File: src/rtl/adc_uart_framer.sv
// Decimates the ADC ch1/ch2 sample stream and frames one snapshot pair as a 7-byte
// AXI-stream packet (sync, seq, ch1 hi/lo, ch2 hi/lo, check). Define ADC_UART_FRAMER_CRC8_EN for a CRC-8 check byte.
module adc_uart_framer #(
    parameter int          SAMPLE_WIDTH = 16,
    parameter int          DECIM_WIDTH  = 16,
    parameter logic [7:0]  SYNC_BYTE    = 8'hA5
) (
    input  logic                    i_clock,
    input  logic                    i_reset,
    input  logic                    i_enable,
    input  logic [DECIM_WIDTH-1:0]  i_decim,
    input  logic [SAMPLE_WIDTH-1:0] i_sample_ch1,
    input  logic [SAMPLE_WIDTH-1:0] i_sample_ch2,
    input  logic                    i_sample_valid,
    output logic [7:0]              o_tdata,
    output logic                    o_tvalid,
    input  logic                    i_tready,
    output logic                    o_busy,
    output logic [7:0]              o_drop_count
);

    // Handshake: a byte transfers on a clock edge where o_tvalid && i_tready; o_tvalid and
    // o_tdata are registers, held unchanged until that edge, and never depend on i_tready.
    typedef enum logic {IDLE, SEND} state_t;

    state_t                  state_q, state_d;
    logic [DECIM_WIDTH-1:0]  cnt_q, cnt_d;
    logic [2:0]              idx_q, idx_d;
    logic [SAMPLE_WIDTH-1:0] ch1_q, ch1_d, ch2_q, ch2_d;
    logic [7:0]              seq_q, seq_d;
    logic [7:0]              chk_q, chk_d;
    logic [7:0]              tdata_q, tdata_d;
    logic                    tvalid_q, tvalid_d;
    logic [7:0]              drop_q, drop_d;
    logic                    kept;
    logic                    accept;
    logic [7:0]              chk_upd;

`ifdef ADC_UART_FRAMER_CRC8_EN
    function automatic logic [7:0] crc8_step(input logic [7:0] crc, input logic [7:0] data);
        logic [7:0] c;
        c = crc ^ data;
        for (int b = 0; b < 8; b++) begin
            c = c[7] ? ((c << 1) ^ 8'h07) : (c << 1);
        end
        return c;
    endfunction
    assign chk_upd = crc8_step(chk_q, tdata_q);
`else
    assign chk_upd = chk_q + tdata_q;
`endif

    assign kept   = i_sample_valid && i_enable && (cnt_q == '0);
    assign accept = tvalid_q && i_tready;

    always_comb begin
        state_d  = state_q;
        cnt_d    = cnt_q;
        idx_d    = idx_q;
        ch1_d    = ch1_q;
        ch2_d    = ch2_q;
        seq_d    = seq_q;
        chk_d    = chk_q;
        tdata_d  = tdata_q;
        tvalid_d = tvalid_q;
        drop_d   = drop_q;

        if (!i_enable) begin
            cnt_d = '0;
        end else if (i_sample_valid) begin
            cnt_d = (cnt_q == '0) ? i_decim : cnt_q - DECIM_WIDTH'(1);
        end

        case (state_q)
            IDLE: begin
                if (kept) begin
                    state_d  = SEND;
                    ch1_d    = i_sample_ch1;
                    ch2_d    = i_sample_ch2;
                    idx_d    = 3'd0;
                    chk_d    = 8'h00;
                    tvalid_d = 1'b1;
                    tdata_d  = SYNC_BYTE;
                end
            end
            SEND: begin
                if (kept && drop_q != 8'hFF) begin
                    drop_d = drop_q + 8'd1;
                end
                if (accept) begin
                    if (idx_q == 3'd6) begin
                        state_d  = IDLE;
                        tvalid_d = 1'b0;
                        tdata_d  = 8'h00;
                        seq_d    = seq_q + 8'd1;
                    end else begin
                        idx_d = idx_q + 3'd1;
                        // the check accumulates bytes 1..5 as they leave
                        if (idx_q != 3'd0) begin
                            chk_d = chk_upd;
                        end
                        case (idx_q)
                            3'd0:    tdata_d = seq_q;
                            3'd1:    tdata_d = ch1_q[15:8];
                            3'd2:    tdata_d = ch1_q[7:0];
                            3'd3:    tdata_d = ch2_q[15:8];
                            3'd4:    tdata_d = ch2_q[7:0];
                            3'd5:    tdata_d = chk_upd;
                            default: tdata_d = tdata_q;
                        endcase
                    end
                end
            end
            default: state_d = IDLE;
        endcase
    end

    always_ff @(posedge i_clock) begin
        if (i_reset) begin
            state_q  <= IDLE;
            cnt_q    <= '0;
            idx_q    <= 3'd0;
            ch1_q    <= '0;
            ch2_q    <= '0;
            seq_q    <= 8'h00;
            chk_q    <= 8'h00;
            tdata_q  <= 8'h00;
            tvalid_q <= 1'b0;
            drop_q   <= 8'h00;
        end else begin
            state_q  <= state_d;
            cnt_q    <= cnt_d;
            idx_q    <= idx_d;
            ch1_q    <= ch1_d;
            ch2_q    <= ch2_d;
            seq_q    <= seq_d;
            chk_q    <= chk_d;
            tdata_q  <= tdata_d;
            tvalid_q <= tvalid_d;
            drop_q   <= drop_d;
        end
    end

    assign o_tdata      = tdata_q;
    assign o_tvalid     = tvalid_q;
    assign o_busy       = (state_q == SEND);
    assign o_drop_count = drop_q;

endmodule

File: config.mk
export PLATFORM = sky130hd
export DESIGN_NAME = adc_uart_framer
export DESIGN_NICKNAME = d
export VERILOG_FILES = /design/src/rtl/adc_uart_framer.sv
export SDC_FILE = /design/constraint.sdc
export NUM_CORES = 1
export LEC_CHECK = 0
export BUFFER_PORTS_ARGS = -buffer_cell sky130_fd_sc_hd__buf_2
export CAP_MARGIN = 0
export CORE_ASPECT_RATIO = 0.6
export CORE_MARGIN = 3
export CORE_UTILIZATION = 60
export CTS_CLUSTER_SIZE = 30
export DETAILED_ROUTE_END_ITERATION = 6
export PLACE_DENSITY = 0.84
export SKIP_CTS_REPAIR_TIMING = 1
export SLEW_MARGIN = 30
export SYNTH_ARGS = -nofsm -noshare
export SYNTH_HDL_FRONTEND = slang
export SYNTH_SLANG_ARGS = --single-unit
File: constraint.sdc
create_clock -name i_clock -period 3.2 [get_ports i_clock]
set_clock_uncertainty 0.1 [all_clocks]
set_input_delay 0.32 -clock i_clock [delete_from_list [all_inputs] [get_ports i_clock]]
set_output_delay 0.32 -clock i_clock [all_outputs]
set_load 0.02 [all_outputs]
==> metrics.md <==
| Metric | Value |
|---|---|
| Share of layout cells above drive strength 1 | `0.175` |
| FMAX | `402 MHz` |
| Post-Syn Nets | `617` |
| FF+latch count, synth | `between 80 and 90` |
| Vias per std cell | `6.14` |
| Worst-skew pair later-pin latency | `roughly 0.34 ns` |
| Horiz. Die Dim | `116 um` |
| Design area | `5050 um2` |
| Starting Density | `0.636` |
| Fin. max-slew vios | `0` |
| Comb power frac | `0.216` |
| Int Pwr | `1.98 mW` |
| Largest net degree at the start of global routing | `55` |
| # nets final | `678` |
| Slowest cell on crit path | `fa_1` |
| Unique masters post-synth | `61` |
| Synthesized netlist cell count | `547` |
| Grt ovf | `0` |
| Final WL | `12,100 um` |
| Io pins | `71` |
| Reg-to-reg critical path endpoint | `o_tdata[4]$_SDFFE_PP0P_` |
| Initial detailed-routing violation count | `623` |
| Final Util | `0.735` |
| Port Buffers | `70` |
| Crit path cell chain | `ha_1, fa_1, a21o_1, a21oi_1, xnor2_1, a221oi_1, o21ai_0, a22o_1` |
| Post-layout minimum cycle time | `~2.5 ns` |
| Design Power | `2.86 mW` |
| Avg Inst Size Synth | `~8 um2` |
| Area Growth Syn to Fin | `15.6%` |
| R2r setup slk | `0.71 ns` |
| Delay-heaviest family, CP | `compound AO/OA/AOI/OAI gates` |
| PwrDens | `566 nW/um2` |
| DRC viols | `0` |
| YS warnings | `0` |
| Worst path required time | `3.33 ns` |
| Antenna Diode Count | `0` |
| Row count | `23` |
| DR pass1 iterations | `6` |
| Worst-path fanout max | `3` |
| Core area | `between 6000 and 7000 um2` |
| Unrepaired setup endpoints after global routing | `false` |
| Inst Count DP | `around 680` |
| Gr usage total | `0.296` |
| Hold path cells | `3` |
| Clock power share | `0.369` |
| CTS tree | `done` |
| Status | `complete, no violations` |
| CP Launch Type | `flop` |
| Number of synthesized flops with an enable pin | `0` |
| Placer's final routability congestion estimate | `approximately 1.0` |
| Vias in the first global route | `between 3,000 and 4,000` |
| Hold Path Origin | `i_sample_ch1[15]` |
| Worst Reg-to-Reg Cells | `8` |
| Final cell count without fillers | `700` |
| Register area share after synthesis | `0.389` |
| Initial antenna violation count | `0` |
| Dpl ws | `0.827 ns` |
| Sw Share | `0.307` |
| Leak pwr | `2.05 nW` |
| Flop pwr share | `0.415` |
| Final Hold Vio Count | `0` |
| Max cap viols | `0` |
| Critical path class | `flop to flop` |
| Area contributors post-synth | `dfxtp_1, nand2_1, a21oi_1` |
| DIE AREA | `around 8400 um2` |
| Mapped cell area | `4370 um2` |
| Fin crit share | `0.778` |
| Least-Margin Pin Slew | `approximately 0.70 ns` |
| H-tree Lvls | `3` |
| Hold slack | `0.118 ns` |
| Cell Area, Placed | `4750 um2` |
| WHS Endpoint | `ch1_q[15]$_SDFFE_PP0P_` |
| Worst Hold Class | `primary input to flop` |
| Clk pin slew, worst setup/hold paths | `about 0.060 ns` |
| First-pass GRT wire length | `19,200 um` |
| Sink Count | `85` |
| Setup TNS Final | `0 ns` |
| Worst VDD drop | `between 300 and 400 uV` |
| Leading area contributor after synthesis | `dfxtp_1` |
| Routed len/inst | `17.3 um` |
| Worst setup EP type | `flop` |
| CP max stage delay | `0.42 ns` |
| CP Buf/Inv Count | `0` |
| Post-synth ARST share | `0` |
| Most used flip-flop cell after synthesis | `dfxtp_1` |
| Final setup vio count | `0` |
| Root Buffer | `clkbuf_16` |
| FF-to-FF Start | `o_tdata[0]$_SDFFE_PP0P_` |
| Top cell type's share of synthesized area | `0.389` |
| Die Ht | `72.1 um` |
| Vias | `~4,300` |
| Final WS setup | `0.711 ns` |
| Critical path arrival | `2.62 ns` |
| Clk buf depth | `2` |
| HPWL after DPL | `between 8000 and 9000 um` |
| P_sw | `878 uW` |
| Normalized max-slew margin | `0.537` |
| Routed Antenna Nets | `0` |
| TritonCTS Buffers | `9` |
-- cell families (layout without fill, tap and decap cells) --
kind of cell,count (synthesis),in the layout,share of synthesized area
xor gates and xnor gates,20,20,0.0432
AOI/OAI and AO/OA,147,147,0.211
adders and majority gates,17,17,0.0504
DFF,85,85,0.389
buffers and inverters,43,109,0.0464
and+or+nand+nor,230,230,0.248
muxes,5,5,0.0120
-- power by group through the flow --
stage	combinational, mW	sequential, mW	clock, mW
floorplan	0.462	1.20	0
finish	0.618	1.19	1.05
global placement	0.578	1.21	0
CTS	0.604	1.19	1.07
detailed placement	0.599	1.21	0
global route	0.677	1.20	1.11
-- worst max-delay path by stage --
stage / start / to / slack [ns] / depth (start not counted)
after floorplan: o_tdata[1]$_SDFFE_PP0P_ / o_tdata[7]$_SDFFE_PP0P_ / 0.88 / 7
after CTS: idx_q[0]$_SDFFE_PP0P_ / o_tdata[7]$_SDFFE_PP0P_ / 0.79 / 7
after global placement: idx_q[0]$_SDFFE_PP0P_ / o_tdata[7]$_SDFFE_PP0P_ / 0.92 / 7
final: o_tdata[0]$_SDFFE_PP0P_ / o_tdata[4]$_SDFFE_PP0P_ / 0.71 / 8
after global routing: idx_q[0]$_SDFFE_PP0P_ / o_tdata[2]$_SDFFE_PP0P_ / 0.52 / 8
after detailed placement: idx_q[0]$_SDFFE_PP0P_ / o_tdata[7]$_SDFFE_PP0P_ / 0.83 / 7
-- state kept, by name, indices dropped and copies added (netlist names), 3 cells and up --
register,cells
ch1_q,16
ch2_q,16
cnt_q,16
chk_q,8
o_drop_count,8
o_tdata,8
seq_q,8
idx_q,3
-- final cells by class --
cell class,count,area (um2)
fill,550,1820
sequential,85,1700
clock inverter,5,60.1
clock buffer,11,243
tap,87,109
multi-input combinational,419,2470
timing repair buffer,80,425
inverter,13,48.8
-- worst reg2reg max path: stages (launching register included) --
cell and delay, ns:
dfxtp_1 0.34, ha_1 0.23, fa_1 0.42, a21o_1 0.18
a21oi_1 0.31, xnor2_1 0.18, a221oi_1 0.25, o21ai_0 0.12
a22o_1 0.25
-- layout by cell type (no fill, tap or decap), drive strengths merged, types with 4 or more instances in the layout --
master and n:
xor2 11, nand4 11, a221oi 4, a21oi 66, ha 16, nand3 18, nand2b 4, and2 6
dfxtp 85, o21ai 28, nor2b 4, clkbuf 11, and3 8, nor2 46, buf 80, inv 13
a21o 4, xnor2 8, a211oi 7, nor3 16, a22oi 13, nand2 102, nand3b 4
-- cell usage after synthesis (all sizes together), types with 7 or more instances --
| cell type | n |
|---|---|
| nand2 | 102 |
| dfxtp | 85 |
| a21oi | 66 |
| nor2 | 46 |
| o21ai | 28 |
| clkbuf | 21 |
| nand3 | 18 |
| ha | 16 |
| nor3 | 16 |
| a22oi | 13 |
| inv | 13 |
| nand4 | 11 |
| xor2 | 11 |
| buf | 9 |
| and3 | 8 |
| xnor2 | 8 |
| a211oi | 7 |
-- layer usage --
layer  GRT usage  share of wire
met5           0              0
met4      0.0837          0.012
met3      0.0892           0.11
met2       0.397           0.41
met1       0.455           0.48
(Power assumes the default switching activity.)
